## src/rtl/usb_tx_packet_framer.sv

```systemverilog
// USB transmit packet framer: turns START/STREAM/STOP byte writes from the packet
// sender into SYNC, PID, payload, CRC16 and EOP requests for the bit serializer.
module usb_tx_packet_framer (
    input  logic       clk,
    input  logic       rst,
    input  logic       SCTxPortWEn,
    input  logic [7:0] SCTxPortCntl,
    input  logic [7:0] SCTxPortData,
    output logic       SCTxPortRdy,
    output logic [7:0] txByte,
    output logic       txByteValid,
    input  logic       txByteAck,
    output logic       txEOP,
    input  logic       txEOPDone,
    output logic       txBusy
);

    localparam logic [7:0] TX_PACKET_START  = 8'h00;
    localparam logic [7:0] TX_PACKET_STREAM = 8'h01;
    localparam logic [7:0] TX_PACKET_STOP   = 8'h02;
    localparam logic [7:0] SYNC_BYTE        = 8'h80;

    typedef enum logic [3:0] {
        IDLE, SEND_SYNC, SEND_PID, WAIT_DATA, SEND_DATA,
        SEND_CRC_LO, SEND_CRC_HI, SEND_EOP, WAIT_EOP
    } state_t;

    state_t      state, next_state;
    logic [7:0]  pid_reg;
    logic [7:0]  hold_reg;
    logic [15:0] crc;
    logic        wr_ok;

    // Register kept in non-reflected form; data bits enter LSB first.
    function automatic logic [15:0] crc16_byte(input logic [15:0] c, input logic [7:0] d);
        logic [15:0] r;
        r = c;
        for (int i = 0; i < 8; i++) begin
            if (r[15] ^ d[i]) r = {r[14:0], 1'b0} ^ 16'h8005;
            else              r = {r[14:0], 1'b0};
        end
        return r;
    endfunction

    function automatic logic [7:0] reflect8(input logic [7:0] b);
        logic [7:0] r;
        for (int i = 0; i < 8; i++) r[i] = b[7-i];
        return r;
    endfunction

    assign wr_ok = SCTxPortWEn && SCTxPortRdy;

    // NOTE: sequential state uses non-blocking assignments so every flop samples
    // pre-edge values regardless of process ordering.
    always_ff @(posedge clk or negedge rst) begin
        if (!rst) state <= IDLE;
        else      state <= next_state;
    end

    always_ff @(posedge clk or negedge rst) begin
        if (!rst) begin
            pid_reg  <= 8'h00;
            hold_reg <= 8'h00;
            crc      <= 16'hFFFF;
        end else begin
            if (state == IDLE && wr_ok && SCTxPortCntl == TX_PACKET_START) begin
                pid_reg <= SCTxPortData;
                crc     <= 16'hFFFF;
            end
            if (state == WAIT_DATA && wr_ok && SCTxPortCntl == TX_PACKET_STREAM)
                hold_reg <= SCTxPortData;
            if (state == SEND_DATA && txByteAck)
                crc <= crc16_byte(crc, hold_reg);
        end
    end

    // NOTE: every combinational output gets a default first so no path infers a latch.
    always_comb begin
        next_state = state;
        unique case (state)
            IDLE:        if (wr_ok && SCTxPortCntl == TX_PACKET_START) next_state = SEND_SYNC;
            SEND_SYNC:   if (txByteAck) next_state = SEND_PID;
            SEND_PID:    if (txByteAck) next_state = (pid_reg[1:0] == 2'b11) ? WAIT_DATA : SEND_EOP;
            WAIT_DATA: begin
                if (wr_ok && SCTxPortCntl == TX_PACKET_STREAM)    next_state = SEND_DATA;
                else if (wr_ok && SCTxPortCntl == TX_PACKET_STOP) next_state = SEND_CRC_LO;
            end
            SEND_DATA:   if (txByteAck) next_state = WAIT_DATA;
            SEND_CRC_LO: if (txByteAck) next_state = SEND_CRC_HI;
            SEND_CRC_HI: if (txByteAck) next_state = SEND_EOP;
            SEND_EOP:    next_state = WAIT_EOP;
            WAIT_EOP:    if (txEOPDone) next_state = IDLE;
            default:     next_state = IDLE;
        endcase
    end

    // Outputs decode straight from state, so a presented byte cannot move until the
    // ack edge and an ack in the first valid cycle is honoured.
    always_comb begin
        SCTxPortRdy = 1'b0;
        txByte      = 8'h00;
        txByteValid = 1'b0;
        txEOP       = 1'b0;
        txBusy      = (state != IDLE);
        unique case (state)
            IDLE, WAIT_DATA: SCTxPortRdy = 1'b1;
            SEND_SYNC:   begin txByte = SYNC_BYTE;              txByteValid = 1'b1; end
            SEND_PID:    begin txByte = pid_reg;                txByteValid = 1'b1; end
            SEND_DATA:   begin txByte = hold_reg;               txByteValid = 1'b1; end
            SEND_CRC_LO: begin txByte = reflect8(~crc[15:8]);   txByteValid = 1'b1; end
            SEND_CRC_HI: begin txByte = reflect8(~crc[7:0]);    txByteValid = 1'b1; end
            SEND_EOP:    txEOP = 1'b1;
            default:     ;
        endcase
    end

endmodule

```

## config.mk

```make
export PLATFORM = sky130hd
export DESIGN_NAME = usb_tx_packet_framer
export DESIGN_NICKNAME = d
export VERILOG_FILES = /design/src/rtl/usb_tx_packet_framer.sv
export SDC_FILE = /design/constraint.sdc
export NUM_CORES = 1
export LEC_CHECK = 0
export CAP_MARGIN = 10
export CORE_MARGIN = 2
export CORE_UTILIZATION = 48
export DETAILED_ROUTE_END_ITERATION = 8
export HOLD_SLACK_MARGIN = 0.06
export PLACE_DENSITY = 0.76
export SETUP_SLACK_MARGIN = 0.05
export SKIP_LAST_GASP = 1
export SYNTH_ARGS = -nofsm -noshare
export SYNTH_HDL_FRONTEND = slang
export SYNTH_SLANG_ARGS = --single-unit
export TNS_END_PERCENT = 20
```

## constraint.sdc

```tcl
create_clock -name clk -period 1.74 [get_ports clk]
set_input_delay 0.348 -clock clk [delete_from_list [all_inputs] [get_ports clk]]
set_output_delay 0.348 -clock clk [all_outputs]
set_load 0.03 [all_outputs]
```

==> impl_metrics.toml <==
[outcome]
run_status = "finished, violations left"
violated_checks = "negative setup slack"

[setup_path]
crit_path_required_time_ns = 1.39
crit_path_top_delay_cell = "dfrtp_2"
critical-path-top-cell-by-count = "buf_4"
cp.arrival_ns = 1.63
timing.setup.critical_path_class = "reg2out"
critPathMaxFanout = 7
cpPeakStageDelay_ns = 0.45
crit_path_start_kind = "flop"
critical_path.endpoint_type = "output pin"
crit_path_cell_trace = "buf_6, nor2b_2, buf_4, a22oi_2, o21ai_1, buf_4"

[logic_synthesis]
synth_edf_count = 0
primary_ff_master_synth = "dfrtp_1"
synth-seq-cells = 36
post_synth_main_area_contributors = "dfrtp_1 25%, dfstp_2 21%, mux2_2 10%"
synth.lib_cells_used.distinct = 37
postSynth.asyncResetShare = 1.000
synth_sequential_area_ratio = 0.4524
yosysMostFrequentCell = "nand2_1"
synthCells = 202
synthesis.yosys.warnings = 0
synth.net_count = 223
synthesis.area_per_instance_um2 = 10.08
synth_top_cells_by_count = "25 x nand2_1, 20 x dfrtp_1, 18 x mux2_2, 16 x dfstp_2, 16 x o21ai_0"
synth.cell_area_um2 = 2036
synth_largest_type_area_fraction = 0.2459
synth_top_cell_by_area = "dfrtp_1"

[cells_and_area]
stdcell_count = 327
fraction_of_final_layout_cells_with_drive_strength_greater_than_1 = 0.5199
insertedDiodeCount = 0
final_net_count = 297
post-route-cell-area_um2 = 3038
finalCoreUtilization = 0.7540
area_overhead_of_the_layout_relative_to_synthesis_pct = 49.23
flip_flop_count_of_the_largest_register_all_copies_and_words_added = 16
filler_cell_count = 250

[floorplan]
core_um2 = 4029
rows = 23
die_height_um = 69.13
die_footprint_um2 = 4778
initial_standard_cell_utilization_of_the_core = 0.5053
num_io_pins = 33
chipWidth_um = 69.13

[pwr]
power_report.internal_total_mw = 3.424
cellLeakagePower_nw = 1.360
combPwrFrac = 0.644
power_density_nw_per_um2 = 1909
power.net_switching_mw = 2.376
vdd_drop_max_v = 0.001171
p_total_mw = 5.801
clock_power_share = 0.099
seq_power_share = 0.256
switching_share = 0.4097

[cts]
cts-hold-fix-buffers = 0
clk_pin_slew_worst_paths_ns = 0.07
cts_htree_levels = 2
tritoncts = "done"
cts_buffers = 5
worstSkewPairLatency_ns = 0.30
ctsRootBufferMaster = "clkbuf_8"
clock_sink_count = 36
ctsLongestPathBuffers = 2

[detailed_routing]
vias = 1856
antenna_left = 0
route.final.wire_length_mm = 5.930
drt_pass1_iterations = 4
route.detailed.wl_per_inst_um = 18.13
initialDrtViolationCount = 114
post_drt_via_cell_ratio = 5.676
drc = 0

[place]
place_congestion = 0.8371
io_buffers = 32
dpl.cell_count = 305
placed_cell_area_um2 = 2635
dpl.hpwl_mm = 3.679

[timing]
slew-limit-headroom = 0.7690
timing_max_transition_violations_final = 0
report.final.setup_viol = 26
final.setup.worst_slack_ns = -0.2380
final.min_clock_period_ns = 1.978
timing.final.hold_violations = 0
setup_repair_after_global_routing_missed_its_margin = "yes"
fmax_ghz = 0.5056
finalClockSkew_ns = 0.007379
layout_worst_path_cycle_share = 1.137
hold-worst-slack_ns = 0.4146
tightestPinTransition_ns = 0.3433

[global_route]
grtUsageTotal = 0.2437
via_count_of_the_first_global_routing_pass = 1860
grt_pass1_wl_mm = 9.170
grt_antenna_before_repair = 0
globalRoute.totalOverflow = 0
maximum_number_of_pins_on_one_net_before_global_route_repair = 37

[hold_path]
worstHoldPathType = "in2async"

[flow_run]
drv_cap = 0
==> power groups by stage <==
stage | sequential (mW) | clock [mW] | combinational (mW)
floorplan | 1.36 | 0 | 2.03
global placement | 1.47 | 0 | 2.87
detailed placement | 1.49 | 0 | 2.93
CTS | 1.46 | 0.578 | 3.28
global route | 1.52 | 0.622 | 3.96
finish | 1.49 | 0.577 | 3.74
==> kinds of logic after synthesis <==
group	share of synthesized area
AND/OR/NAND/NOR	0.1555
XOR/XNOR	0.1162
flip-flops	0.4524
AO/OA/AOI/OAI	0.1346
buffers and inverters	0.03195
multiplexers	0.1094
==> metal layers <==
layer,GRT usage,share of wire
met3,0.05848,0.045
met2,0.3942,0.51
met5,0,0
met4,0.1024,0.014
met1,0.3120,0.43
==> final timing paths <==
| check | startpoint | end | slack, ns | cells after the start |
|---|---|---|---|---|
| max | state[2]$_DFFE_PN0P_ | txByte[5] | -0.24 | 6 |
| min | rst | state[2]$_DFFE_PN0P_ | 0.41 | 2 |
| max reg2reg | state[1]$_DFFE_PN0P_ | state[0]$_DFFE_PN0P_ | -0.06 | 6 |
| min reg2reg | crc[4]$_DFFE_PN1P_ | crc[12]$_DFFE_PN1P_ | 0.46 | 2 |
| max in group asynchronous | rst | crc[2]$_DFFE_PN1P_ | 1.07 | 2 |
| min in group clk | crc[4]$_DFFE_PN1P_ | crc[12]$_DFFE_PN1P_ | 0.46 | 2 |
==> critical path: cells and delay by family (launching register included) <==
kind,cells,cell delay (ns)
buf+inv,3,0.52
flops,1,0.45
compound gates,2,0.23
simple gates,1,0.14
==> layout by cell type, fill, tap and decap left out, types with 2 or more instances in the layout <==
master / count
nand3_1: 3
dfrtp_2: 4
nor3_2: 2
xnor2_2: 7
or2_4: 2
o21ai_2: 3
and2_1: 3
nand2_1: 23
o22ai_2: 2
mux2_2: 16
mux2_4: 2
nor3_1: 5
clkbuf_8: 5
xnor2_1: 8
a21oi_1: 9
nor2b_2: 2
o21ai_0: 8
nor2_1: 4
xor2_1: 5
o22ai_1: 5
a22oi_2: 6
a2bb2oi_1: 2
buf_6: 9
dfstp_2: 16
nand2b_4: 2
o22a_1: 2
clkdlybuf4s50_1: 19
dfrtp_1: 16
clkinv_2: 2
o21ai_1: 5
nand2_2: 2
buf_4: 48
buf_12: 3
==> metrics by stage <==
step           setup TNS [ns]  worst slack [ns]
6_report               -2.839           -0.2380
3_5_place_dp           -10.70           -0.3863
2_1_floorplan         -0.3660          -0.03106
4_1_cts                -2.737           -0.1439
3_3_place_gp           -8.633           -0.3238
5_1_grt                -4.476           -0.2881
==> repair_timing <==
item                                    in CTS  in global routing
gates resized for setup                     22                 30
endpoints found under the hold margin        0                  0
endpoints found under the setup margin      38                 47
pin swaps                                    3                 19
setup buffers                                8                  6
==> area by class of cell <==
type	count	area, µm²	area share
multi-input combinational	151	1230	0.4049
sequential	36	925.9	0.3048
timing repair buffer	81	733.2	0.2414
clock buffer	5	68.82	0.02265
tap	50	62.56	0.02059
clock inverter	3	13.76	0.004530
inverter	1	3.754	0.001236
(Power assumes the default switching activity.)
